==> config.mk <==
export PLATFORM = sky130hd
export DESIGN_NAME = mult_share_arbiter
export DESIGN_NICKNAME = d
export VERILOG_FILES = /design/src/rtl/mult_share_pkg.sv /design/src/rtl/mult_rr_arbiter.sv /design/src/rtl/mult_share_arbiter.sv
export SDC_FILE = /design/constraint.sdc
export NUM_CORES = 1
export LEC_CHECK = 0
export ABC_AREA = 1
export CAP_MARGIN = 0
export CORE_MARGIN = 10
export CORE_UTILIZATION = 52
export CTS_BUF_LIST = sky130_fd_sc_hd__clkbuf_4 sky130_fd_sc_hd__clkbuf_8 sky130_fd_sc_hd__clkbuf_16
export CTS_CLUSTER_SIZE = 25
export DETAILED_ROUTE_END_ITERATION = 8
export GPL_ROUTABILITY_DRIVEN = 0
export HOLD_SLACK_MARGIN = 0.06
export PLACE_DENSITY = 0.95
export SLEW_MARGIN = 20
export SYNTH_ARGS = -nofsm -noshare
export SYNTH_HDL_FRONTEND = slang
export SYNTH_SLANG_ARGS = --single-unit
==> constraint.sdc <==
create_clock -name clk -period 8.72 [get_ports clk]
set_input_delay 2.18 -clock clk [delete_from_list [all_inputs] [get_ports clk]]
set_output_delay 2.18 -clock clk [all_outputs]
set_load 0.03 [all_outputs]
==> src/rtl/mult_share_pkg.sv <==
// Shared constants, ID-width helper and datapath types for the shared multiplier.
package mult_share_pkg;

  localparam int WIDTH_DEF = 2;
  localparam int NREQ_DEF  = 4;
  localparam int CNTW_DEF  = 16;

  // Requester ID width; a single requester still needs one bit of ID.
  function automatic int idw_f(input int n);
    return (n <= 2) ? 1 : $clog2(n);
  endfunction

  localparam int IDW_DEF = idw_f(NREQ_DEF);

  typedef logic [WIDTH_DEF-1:0]   operand_t;
  typedef logic [2*WIDTH_DEF-1:0] product_t;
  typedef logic [IDW_DEF-1:0]     req_id_t;

endpackage

==> src/rtl/mult_rr_arbiter.sv <==
// Combinational round-robin arbiter: rotate the request vector so rr_ptr lands on
// bit 0, pick the lowest set bit, then map that offset back to a real requester index.
module mult_rr_arbiter
  import mult_share_pkg::*;
#(
  parameter int NREQ = NREQ_DEF,
  parameter int IDW  = idw_f(NREQ)
) (
  input  logic [NREQ-1:0] req_valid,
  input  logic [IDW-1:0]  rr_ptr,
  output logic [NREQ-1:0] grant_oh,
  output logic [IDW-1:0]  grant_idx,
  output logic            any_valid
);

  localparam logic [IDW:0] NREQ_W = (IDW+1)'(NREQ);

  logic [2*NREQ-1:0] dbl;
  logic [NREQ-1:0]   rot;
  logic [IDW-1:0]    off;
  logic              found;
  logic [IDW:0]      sum;

  // Rotate, priority-encode, and un-rotate with a wrap at NREQ rather than 2^IDW.
  always_comb begin
    dbl   = {req_valid, req_valid} >> rr_ptr;
    rot   = dbl[NREQ-1:0];
    off   = '0;
    found = 1'b0;
    for (int i = 0; i < NREQ; i++) begin
      if (!found && rot[i]) begin
        found = 1'b1;
        off   = i[IDW-1:0];
      end
    end
    sum = {1'b0, rr_ptr} + {1'b0, off};
    if (sum >= NREQ_W) begin
      sum = sum - NREQ_W;
    end
    grant_idx = sum[IDW-1:0];
    any_valid = |req_valid;
    grant_oh  = '0;
    for (int i = 0; i < NREQ; i++) begin
      grant_oh[i] = any_valid && (grant_idx == i[IDW-1:0]);
    end
  end

endmodule

==> src/rtl/mult_share_arbiter.sv <==
// One unsigned multiplier shared by NREQ requesters under round-robin arbitration,
// with a single registered response stage carrying the product and the winner's ID.
module mult_share_arbiter
  import mult_share_pkg::*;
#(
  parameter int WIDTH = WIDTH_DEF,
  parameter int NREQ  = NREQ_DEF,
  parameter int IDW   = idw_f(NREQ),
  parameter int CNTW  = CNTW_DEF
) (
  input  logic                  clk,
  input  logic                  rst_n,
  input  logic [NREQ-1:0]       req_valid,
  input  logic [NREQ*WIDTH-1:0] req_a,
  input  logic [NREQ*WIDTH-1:0] req_b,
  output logic [NREQ-1:0]       req_ready,
  output logic                  rsp_valid,
  input  logic                  rsp_ready,
  output logic [2*WIDTH-1:0]    rsp_out,
  output logic [IDW-1:0]        rsp_id,
  output logic [CNTW-1:0]       ops_count
);

  logic [NREQ-1:0]    grant_oh;
  logic [IDW-1:0]     grant_idx;
  logic               any_valid;
  logic               slot_free;
  logic               accept;
  logic [WIDTH-1:0]   a_sel;
  logic [WIDTH-1:0]   b_sel;
  logic [2*WIDTH-1:0] product;

  logic               rsp_valid_q, rsp_valid_d;
  logic [2*WIDTH-1:0] rsp_out_q,   rsp_out_d;
  logic [IDW-1:0]     rsp_id_q,    rsp_id_d;
  logic [IDW-1:0]     rr_ptr_q,    rr_ptr_d;
  logic [CNTW-1:0]    ops_count_q, ops_count_d;

  mult_rr_arbiter #(
    .NREQ (NREQ),
    .IDW  (IDW)
  ) u_arb (
    .req_valid (req_valid),
    .rr_ptr    (rr_ptr_q),
    .grant_oh  (grant_oh),
    .grant_idx (grant_idx),
    .any_valid (any_valid)
  );

  // Handshake: accept whenever the response slot is empty or being drained this cycle.
  always_comb begin
    slot_free = !rsp_valid_q || rsp_ready;
    accept    = slot_free && any_valid;
    req_ready = (accept && rst_n) ? grant_oh : '0;
  end

  // Operand mux driven by the one-hot grant, then the shared multiplier.
  always_comb begin
    a_sel = '0;
    b_sel = '0;
    for (int i = 0; i < NREQ; i++) begin
      if (grant_oh[i]) begin
        a_sel = req_a[i*WIDTH +: WIDTH];
        b_sel = req_b[i*WIDTH +: WIDTH];
      end
    end
    product = {{WIDTH{1'b0}}, a_sel} * {{WIDTH{1'b0}}, b_sel};
  end

  // Next-state: load on accept, drop valid on a bare consume, otherwise hold.
  always_comb begin
    rsp_valid_d = rsp_valid_q;
    rsp_out_d   = rsp_out_q;
    rsp_id_d    = rsp_id_q;
    rr_ptr_d    = rr_ptr_q;
    ops_count_d = ops_count_q;
    if (accept) begin
      rsp_valid_d = 1'b1;
      rsp_out_d   = product;
      rsp_id_d    = grant_idx;
      rr_ptr_d    = (grant_idx == IDW'(NREQ-1)) ? '0 : grant_idx + IDW'(1);
      ops_count_d = ops_count_q + CNTW'(1);
    end else if (rsp_valid_q && rsp_ready) begin
      rsp_valid_d = 1'b0;
    end
  end

  // State registers; reset discards any pending result and restarts priority at 0.
  always_ff @(posedge clk or negedge rst_n) begin
    if (!rst_n) begin
      rsp_valid_q <= 1'b0;
      rsp_out_q   <= '0;
      rsp_id_q    <= '0;
      rr_ptr_q    <= '0;
      ops_count_q <= '0;
    end else begin
      rsp_valid_q <= rsp_valid_d;
      rsp_out_q   <= rsp_out_d;
      rsp_id_q    <= rsp_id_d;
      rr_ptr_q    <= rr_ptr_d;
      ops_count_q <= ops_count_d;
    end
  end

  assign rsp_valid = rsp_valid_q;
  assign rsp_out   = rsp_out_q;
  assign rsp_id    = rsp_id_q;
  assign ops_count = ops_count_q;

endmodule
==> flow_metrics.tcl <==
set metrics [dict create \
    status "finished clean" \
    floorplan.initialDensity_pct 53.70 \
    cap_violations 0 \
    synth.area.top_cells "dfrtp_1 (35%), nand2_1 (17%), nand3_1 (8.2%)" \
    postCtsSetupBuffers 0 \
    dieWidth_um 78.48 \
    final_layout_size_suffix_gt1_share_pct 9.365 \
    crit_required_ns 6.54 \
    worst_path_largest_cell_delay_ns 0.68 \
    path_max_fanout 5 \
    grt_pass1_vias 1746 \
    finalHoldViolations 0 \
    drt-total-wl_um 4515 \
    clock-sinks 25 \
    period_needed_ns 7.162 \
    cts_buffers 3 \
    end_kind "output pin" \
    yosysWarnings 0 \
    nets 331 \
    grt-ovfl-total 0 \
    irDropWorstVdd_mv 0.1817 \
    powerDensity_nw_per_um2 379.6 \
    dpl.hpwl_um 3649 \
    syn_nets 280 \
    grt_first_pass_wirelength_um 7935 \
    setup_violations 0 \
    final_antenna_net_count 0 \
    grt_start_max_net_pins 27 \
    crit_chain "clkdlybuf4s50_1 -> nand2_1 -> nand3_1 -> nand2_1 -> nand3_1 -> a21boi_0 -> ha_1 -> xor2_1 -> inv_1 -> nand3_1 -> nand2_1 -> inv_1 -> ha_1 -> inv_1 -> nor2_1 -> clkdlybuf4s50_1" \
    clock_tree.root_cell "clkbuf_4" \
    synth_top_area_share_pct 35.19 \
    syn_area_um2 1778 \
    drc_errors 0 \
    ctsResizeCount 0 \
    synth-seq-cells 25 \
    r2r-start "rr_ptr_q[0]" \
    rrSetupSlack_ns 5.45 \
    synth_cell_types 26 \
    diodes 0 \
    arrival_ns 4.98 \
    tritoncts "yes" \
    crit_buf_inv 5 \
    drt_iter0_drc 159 \
    fin_setup_tns_ns 0 \
    maxSlewHeadroom_pct 76.74 \
    rsz0062_at_grt "no" \
    holdWs_ns 0.4947 \
    vias 1740 \
    syn_to_final_growth_pct 31.32 \
    crit_type "in -> out" \
    die_area_um2 6158 \
    r2r-end "rsp_out[2]" \
    critical_path.slowest_cell "clkdlybuf4s50_1" \
    hold_path.class "reg -> reg" \
    critPathTopFamily "buffers and inverters" \
    max_slew.worst_pin.slew_ns 0.3479 \
    port_buffers 49 \
    cts_max_level 1 \
    wl_per_cell_um 13.09 \
    period_share_pct 82.13 \
    drv_slew 0 \
    first_pass_iters 5 \
    viasPerCell 5.043 \
    fillCellCount 281 \
    min_from "rsp_id[1]" \
    clock_path_buffers 2 \
    antenna_found_initial 0 \
    syn_inst 249 \
    coreArea_um2 3311 \
    die_h_um 78.48 \
    grt_usage_pct 15.12 \
    pin_count 50 \
    seq_area_frac_synth_pct 35.19 \
    hold_depth 2 \
    rows 21 \
    holdBufCountCts 0 \
    min_to "rsp_id[1]" \
    clkLatencyLatePin_ns 0.32 \
    leakage_nw 1.109 \
    avgSynthCellArea_um2 7.140 \
    worstSetupPathDepth 16 \
    r2r_cells 24 \
    yosysTopAreaCell "dfrtp_1" \
    path_clk_slew_ns 0.12 \
    finish.utilization_pct 70.52 \
    start_kind "primary input" \
    skew_ns 0.006640 \
    fmax_mhz 139.6 \
]
## worst min-delay path: stages (launching register included)
cell and delay [ns]:
dfrtp_1 0.36, nand2_1 0.05, nand2_1 0.06
## placed cells by master (no fill, tap or decap)
| cell type | n |
|---|---|
| a21oi_1 | 1 |
| nand2_2 | 4 |
| nor2_4 | 1 |
| nand3b_1 | 3 |
| dfrtp_1 | 25 |
| o21ai_1 | 11 |
| clkdlybuf4s50_1 | 49 |
| nor3_2 | 3 |
| nor3_1 | 3 |
| buf_4 | 1 |
| a21boi_0 | 1 |
| xnor2_1 | 4 |
| nand4_1 | 5 |
| xor2_1 | 7 |
| ha_1 | 8 |
| inv_1 | 23 |
| nand3_1 | 29 |
| clkinv_1 | 2 |
| nor3_4 | 1 |
| inv_2 | 6 |
| nor2_1 | 17 |
| nand2_4 | 2 |
| clkinv_2 | 1 |
| o21ai_0 | 2 |
| nand2_1 | 81 |
| clkbuf_4 | 3 |
| nand3_4 | 1 |
| nor2_2 | 5 |
## final cells by class
cell class	instances	area, um^2	share of cell area, %
clock inverter	1	5.005	0.2144
inverter	31	116.4	4.984
sequential	25	625.6	26.80
tap	46	57.56	2.465
timing repair buffer	50	498.0	21.33
multi-input combinational	189	1010	43.25
clock buffer	3	22.52	0.9646
## report_power, final
| part | total, mW | switching (mW) | internal [mW] |
|---|---|---|---|
| Clock | 0.0507 | 0.0335 | 0.0172 |
| Combinational | 0.634 | 0.392 | 0.242 |
| Sequential | 0.201 | 0.0464 | 0.155 |
| Total | 0.886 | 0.472 | 0.415 |
## per-layer routing
metal  share of wire, %  vias up  GRT usage, %
li1                   -      894             -
met5                  0        -             0
met1                 44      779         18.19
met4                1.3        0         3.763
met3                7.1        9         4.100
met2                 48       58         25.99
## through the flow
| step | setup slack (ns) | std cells | power, mW | cell area [um^2] |
|---|---|---|---|---|
| after floorplan | 2.573 | 249 | 0.6563 | 1778 |
| after global placement | 1.658 | 341 | 0.8150 | 2307 |
| after detailed placement | 1.554 | 341 | 0.8377 | 2307 |
| after CTS | 1.551 | 345 | 0.8914 | 2335 |
| after global routing | 1.192 | 345 | 0.9897 | 2335 |
| final | 1.558 | 345 | 0.8862 | 2335 |
## cell families (layout without fill, tap and decap cells)
group	after synthesis	after routing	synth area share [%]
adders and majority gates	8	8	5.630
xor gates and xnor gates	11	11	5.419
DFF	25	25	35.19
buffers and inverters	35	85	8.022
and+or+nand+nor	155	155	41.38
AOI/OAI and AO/OA	15	15	4.363
## how the worst max path moves through the flow
| stage | end | startpoint | slack, ns |
|---|---|---|---|
| finish | req_ready[1] | req_valid[0] | 1.56 |
| global route | req_ready[1] | req_valid[3] | 1.19 |
| CTS | req_ready[1] | req_valid[0] | 1.55 |
| detailed placement | req_ready[1] | req_valid[0] | 1.55 |
| global placement | req_ready[1] | req_valid[2] | 1.66 |
| floorplan | req_ready[1] | req_valid[1] | 2.57 |
## Yosys cell counts (all sizes together)
library cell and count:
inv 29, nand3b 3, clkinv 2, nand4 5
xnor2 4, xor2 7, nor3 7, nand2 87
nor2 23, ha 8, nand3 30, dfrtp 25
buf 4, o21ai 13, a21boi 1, a21oi 1
## registers in the layout (all words and copies together), names as in the netlist
register   flops
ops_count     16
rsp_valid      1
rsp_id         2
rsp_out        4
rr_ptr_q       2
No activity file was read; power rests on OpenSTA's default activity.
